<file path="config.mk">
export PLATFORM = sky130hd
export DESIGN_NAME = rf_write_arbiter
export DESIGN_NICKNAME = d
export VERILOG_FILES = /design/src/rtl/rf_pkg.sv /design/src/rtl/rf_write_arbiter_rr_grant.sv /design/src/rtl/rf_write_arbiter.sv
export SDC_FILE = /design/constraint.sdc
export NUM_CORES = 1
export LEC_CHECK = 0
export BUFFER_PORTS_ARGS = -buffer_cell sky130_fd_sc_hd__buf_4
export CAP_MARGIN = 20
export CORE_ASPECT_RATIO = 1.1
export CORE_MARGIN = 10
export CORE_UTILIZATION = 47
export CTS_CLUSTER_DIAMETER = 150
export DETAILED_ROUTE_END_ITERATION = 8
export GPL_ROUTABILITY_DRIVEN = 1
export GPL_TIMING_DRIVEN = 0
export PLACE_DENSITY_LB_ADDON = 0.12
export SLEW_MARGIN = 20
export SYNTH_ARGS = -nofsm -noshare
export SYNTH_HDL_FRONTEND = slang
export SYNTH_SLANG_ARGS = --single-unit
</file>
<file path="constraint.sdc">
create_clock -name clk -period 4.35 [get_ports clk]
set_input_delay 0.6525 -clock clk [delete_from_list [all_inputs] [get_ports clk]]
set_output_delay 0.6525 -clock clk [all_outputs]
set_load 0.01 [all_outputs]
</file>
<file path="src/rtl/rf_pkg.sv">
// Register-file shared constants, types and arbiter state encoding.
package rf_pkg;

  localparam int unsigned NUM_REGS = 13;
  localparam int unsigned ADDR_W   = 5;
  localparam int unsigned DATA_W   = 26;

  typedef logic [ADDR_W-1:0] rf_addr_t;
  typedef logic [DATA_W-1:0] rf_data_t;

  typedef enum logic [1:0] {
    IDLE  = 2'd0,
    ISSUE = 2'd1,
    HOLD  = 2'd2
  } arb_state_t;

endpackage

</file>
<file path="src/rtl/rf_write_arbiter_rr_grant.sv">
// Combinational round-robin picker: first set request at or after i_ptr, wrapping.
module rr_grant #(
  parameter int unsigned N  = 3,
  parameter int unsigned IW = (N > 1) ? $clog2(N) : 1
) (
  input  logic [N-1:0]  i_req,
  input  logic [IW-1:0] i_ptr,
  output logic [N-1:0]  o_gnt,
  output logic [IW-1:0] o_idx,
  output logic          o_any
);

  // Scan N positions starting at the pointer; the first hit wins.
  always_comb begin
    int unsigned j;
    o_gnt = '0;
    o_idx = '0;
    o_any = 1'b0;
    j     = 0;
    for (int unsigned i = 0; i < N; i++) begin
      j = (32'(i_ptr) + i) % N;
      if (!o_any && i_req[j]) begin
        o_gnt[j] = 1'b1;
        o_idx    = IW'(j);
        o_any    = 1'b1;
      end
    end
  end

endmodule

</file>
<file path="src/rtl/rf_write_arbiter.sv">
// Shares the single register-file write port between NUM_REQ requesters
// through one registered slot; drops out-of-range writes and counts commits.
module rf_write_arbiter #(
  parameter int unsigned NUM_REQ  = 3,
  parameter int unsigned NUM_REGS = rf_pkg::NUM_REGS,
  parameter int unsigned ADDR_W   = rf_pkg::ADDR_W,
  parameter int unsigned DATA_W   = rf_pkg::DATA_W,
  parameter int unsigned CNT_W    = 16
) (
  input  logic                        clk,
  input  logic                        rst,
  input  logic [NUM_REQ-1:0]          req_valid,
  input  logic [NUM_REQ*ADDR_W-1:0]   req_addr,
  input  logic [NUM_REQ*DATA_W-1:0]   req_data,
  output logic [NUM_REQ-1:0]          req_ready,
  input  logic                        rf_stall,
  output logic                        we_RF,
  output logic [ADDR_W-1:0]           A3,
  output logic [DATA_W-1:0]           WD3,
  output logic                        err_addr,
  output logic [$clog2(NUM_REQ)-1:0]  err_id,
  input  logic                        err_clr,
  output logic [CNT_W-1:0]            wr_count
);

  import rf_pkg::*;

  localparam int unsigned IW = $clog2(NUM_REQ);

  arb_state_t          r_state;
  arb_state_t          w_next;
  logic [IW-1:0]       r_ptr;
  logic [NUM_REQ-1:0]  w_gnt;
  logic [IW-1:0]       w_idx;
  logic                w_any;
  logic                w_slot_free;
  logic                w_accept;
  logic                w_legal;
  logic                w_illegal;
  logic                w_commit;
  logic [ADDR_W-1:0]   w_addr;
  logic [DATA_W-1:0]   w_data;
  logic                r_we;
  logic [ADDR_W-1:0]   r_a3;
  logic [DATA_W-1:0]   r_wd3;
  logic                r_err;
  logic [IW-1:0]       r_err_id;
  logic [CNT_W-1:0]    r_cnt;

  rr_grant #(
    .N  (NUM_REQ),
    .IW (IW)
  ) u_rr_grant (
    .i_req (req_valid),
    .i_ptr (r_ptr),
    .o_gnt (w_gnt),
    .o_idx (w_idx),
    .o_any (w_any)
  );

  // Slot can take a new write when empty or when its current write drains now.
  assign w_slot_free = rst & ((r_state == IDLE) | ~rf_stall);
  assign w_accept    = w_slot_free & w_any;
  assign w_legal     = w_accept & (32'(w_addr) < NUM_REGS);
  assign w_illegal   = w_accept & ~(32'(w_addr) < NUM_REGS);
  assign w_commit    = r_we & ~rf_stall;
  assign req_ready   = w_slot_free ? w_gnt : '0;

  // Route the granted requester's address and data.
  always_comb begin
    w_addr = '0;
    w_data = '0;
    for (int unsigned i = 0; i < NUM_REQ; i++) begin
      if (w_gnt[i]) begin
        w_addr = req_addr[i*ADDR_W +: ADDR_W];
        w_data = req_data[i*DATA_W +: DATA_W];
      end
    end
  end

  // Next-state logic for the output slot.
  always_comb begin
    w_next = r_state;
    case (r_state)
      IDLE: begin
        if (w_legal) w_next = ISSUE;
      end
      ISSUE, HOLD: begin
        if (rf_stall)     w_next = HOLD;
        else if (w_legal) w_next = ISSUE;
        else              w_next = IDLE;
      end
      default: w_next = IDLE;
    endcase
  end

  // State register with registered write enable.
  always_ff @(posedge clk or negedge rst) begin
    if (!rst) begin
      r_state <= IDLE;
      r_we    <= 1'b0;
    end else begin
      r_state <= w_next;
      r_we    <= (w_next != IDLE);
    end
  end

  // Slot payload loads only on a legal accept and otherwise holds.
  always_ff @(posedge clk or negedge rst) begin
    if (!rst) begin
      r_a3  <= '0;
      r_wd3 <= '0;
    end else if (w_legal) begin
      r_a3  <= w_addr;
      r_wd3 <= w_data;
    end
  end

  // Round-robin pointer moves past the winner on every accept, legal or not.
  always_ff @(posedge clk or negedge rst) begin
    if (!rst) begin
      r_ptr <= '0;
    end else if (w_accept) begin
      r_ptr <= (w_idx == IW'(NUM_REQ - 1)) ? '0 : w_idx + IW'(1);
    end
  end

  // Sticky error keeps the first offender; a new error beats a clear.
  always_ff @(posedge clk or negedge rst) begin
    if (!rst) begin
      r_err    <= 1'b0;
      r_err_id <= '0;
    end else if (w_illegal) begin
      r_err <= 1'b1;
      if (!r_err || err_clr) r_err_id <= w_idx;
    end else if (err_clr) begin
      r_err    <= 1'b0;
      r_err_id <= '0;
    end
  end

  // Saturating count of writes actually taken by the register file.
  always_ff @(posedge clk or negedge rst) begin
    if (!rst) begin
      r_cnt <= '0;
    end else if (w_commit && (r_cnt != '1)) begin
      r_cnt <= r_cnt + CNT_W'(1);
    end
  end

  assign we_RF    = r_we;
  assign A3       = r_a3;
  assign WD3      = r_wd3;
  assign err_addr = r_err;
  assign err_id   = r_err_id;
  assign wr_count = r_cnt;

endmodule

</file>
==> metrics.yaml <==
n_antenna_cell: 0
final.period_utilization: 0.899
synth-warning-count: 0
worstMarginPinSlew_ns: 0.695
synth-edff-count: 0
hpwl_microns: 8400
vias: 3237
antenna_found_initial: 0
grt_pass1_vias: 3210
grt.total_usage: 0.180
synth_area_sq_mm: 0.00334
cts_tree: "built"
startpoint: "r_ptr[0]"
area_growth_pct: 41.3
avgSynthCellArea_sq_um: 9.79
drive_gt1_frac: 0.347
slew_viol_final: 0
hold_buffers: 0
layout_commonest_cell: "buf_4"
wire_per_inst_microns: 17.9
seqCellArea_sq_mm: 0.00138
crit_chain: "inv_1, ha_1, clkbuf_1, a21oi_1, a221oi_1, o21ai_0, and2_1, a221oi_2, a211oi_2, nor3_4, buf_6, mux2_1"
core_area_sq_mm: 0.00697
cts_root_buf: "clkbuf_8"
crit_buf_inv: 3
firstDrtPassIters: 5
detail-route-antenna-nets: 0
setup_viol: 0
final.setup.tns_ns: 0
power.density_mw_per_mm2: 671
r2r-start: "r_ptr[0]"
fp.dieW_microns: 100
rr_worst_depth: 12
cp-start-kind: "flop"
r2r_setup_slack_ns: 0.44
path_clk_slew_ns: 0.10
irDropWorstVdd_mv: 0.327
place_congestion: 0.840
grt-ovfl-total: 0
final_cell_mix: "152 x buf_4, 55 x dfrtp_1, 42 x nand2_1"
synthCells: 341
arrival_ns: 4.10
power_mw: 3.17
ys_ff_latch: 55
hold_ws_ns: 0.373
synthArstFlopShare: 1.00
synth_flop_cell: "dfrtp_1"
min_period_ns: 3.91
grt_pass1_wl_microns: 16100
r2r_end: "WD3[7]"
drtIter0Drc: 106
cts_resized: 0
cts_max_level: 2
grt_max_degree: 57
hold_path.class: "input pin to async pin"
fp.dieH_microns: 108
dieArea_sq_mm: 0.0109
viasPerCell: 5.52
cts_setup_buffers: 0
fin_nets: 607
io_buffers: 152
p_leak_nw: 2.31
initial_core_util: 0.479
fin_skew_ns: 0.00784
status: "finished clean"
crit_path_end_kind: "flop"
slowest_delay_ns: 0.42
hold_violations: 0
syn_nets: 448
clockBufferDepth: 2
cap_violations: 0
cp_max_fo: 10
row_count: 32
pin_count: 154
path_class: "flop to flop"
fin_ws_ns: 0.441
drcViolationCount: 0
clkSinkCount: 55
synth.distinct_cells: 51
pre_cts_slack_ns: 0.481
fmax_ghz: 0.256
wl_microns: 10500
path_delay_family: "compound AO/OA/AOI/OAI gates"
fill_cells: 588
clk-insertion-delay-late_ns: 0.31
cts_made_buffers: 5
rsz0062_at_grt: "no"
crit_path_top_delay_cell: "nor3_4"
worstPathRequired_ns: 4.54
yosysSeqAreaShare: 0.412
multi_input_area_sq_mm: 0.00181
max_slew_margin: 0.537
## worst max path at each step
stage                     endpoint  slack (ns)  cells past startpoint
final                       WD3[7]        0.44                     12
after CTS                   WD3[7]        0.45                     12
after global routing        WD3[7]        0.09                     12
after global placement     WD3[15]        0.55                     10
after floorplan            WD3[10]         1.0                     10
after detailed placement    WD3[7]        0.48                     12
## synth_stat cells, types with 2 or more instances
cell type   n  area (sq um)
xnor2_1    10          87.6
nand3_1     7          35.0
and4_1      3          26.3
nand2b_1    4          25.0
buf_2       3          15.0
nand2_1    42           158
mux2_1     26           293
inv_1      14          52.6
o21ai_0    35           175
o21a_1      2          15.0
a211oi_2    2          25.0
mux2i_1     8          80.1
clkbuf_1   12          45.0
a22oi_1    27           203
xor2_1      4          35.0
ha_1        7          87.6
nor2b_1    11          68.8
nor2_1      4          15.0
o21ai_1     3          15.0
dfrtp_1    55          1380
o2bb2ai_1   2          17.5
nor3b_1     2          15.0
a221oi_2    2          30.0
buf_1       2          7.51
nand4_1     6          37.5
mux2_2      2          22.5
a221oi_1    5          43.8
o21bai_1    2          15.0
and3_1      7          43.8
buf_6       3          33.8
and2_1      5          31.3
a21oi_1     5          25.0
## worst reg2reg max path: cells and delay by family, from the launching register on
family                   cells  cell delay [ns]
AND/OR/NAND/NOR              2             0.73
adder cells (fa/ha/maj)      1             0.38
multiplexers                 1             0.34
AO/OA/AOI/OAI                5             1.28
buffers and inverters        3             0.67
flip-flops                   1             0.41
## per-stage QoR
stage	area [sq um]	util	instances
2_1_floorplan	3340	-	341
3_3_place_gp	4590	0.658	578
3_5_place_dp	4590	0.658	578
4_1_cts	4720	0.677	586
5_1_grt	4720	0.677	586
6_report	4720	0.677	586
## routing by layer
| layer | wire, microns | part of all wire | GRT usage |
|---|---|---|---|
| met5 | 0 | 0 | 0 |
| met4 | 235 | 0.022 | 0.0586 |
| met3 | 884 | 0.084 | 0.0555 |
| met2 | 5390 | 0.52 | 0.306 |
| met1 | 3960 | 0.38 | 0.212 |
## state kept, by name (all words and copies together), names as in the netlist
name / cells
we_RF: 1
wr_count: 16
r_ptr: 2
WD3: 26
err_id: 2
A3: 5
r_state: 2
err_addr: 1
## kinds of logic after synthesis
family / after synthesis / synth area share
multiplexers: 36 / 0.118
AO/OA/AOI/OAI: 98 / 0.207
AND/OR/NAND/NOR: 97 / 0.154
buffers and inverters: 34 / 0.0461
flip-flops: 55 / 0.412
adder cells (fa/ha/maj): 7 / 0.0262
XOR/XNOR: 14 / 0.0367
## layout make-up
class                      instances  area share
buffer                            20      0.0215
clock buffer                       6      0.0154
clock inverter                     2      0.0127
inverter                          14      0.0111
multi-input combinational        252       0.383
sequential                        55       0.292
tap                               85      0.0225
timing repair buffer             152       0.242
## report_power, final
| part | total (mW) | internal [mW] | switching, mW |
|---|---|---|---|
| combinational | 1.98 | 0.891 | 1.09 |
| clock | 0.396 | 0.230 | 0.166 |
| sequential | 0.790 | 0.684 | 0.106 |
Note: power is estimated with default switching activity, not from simulation.
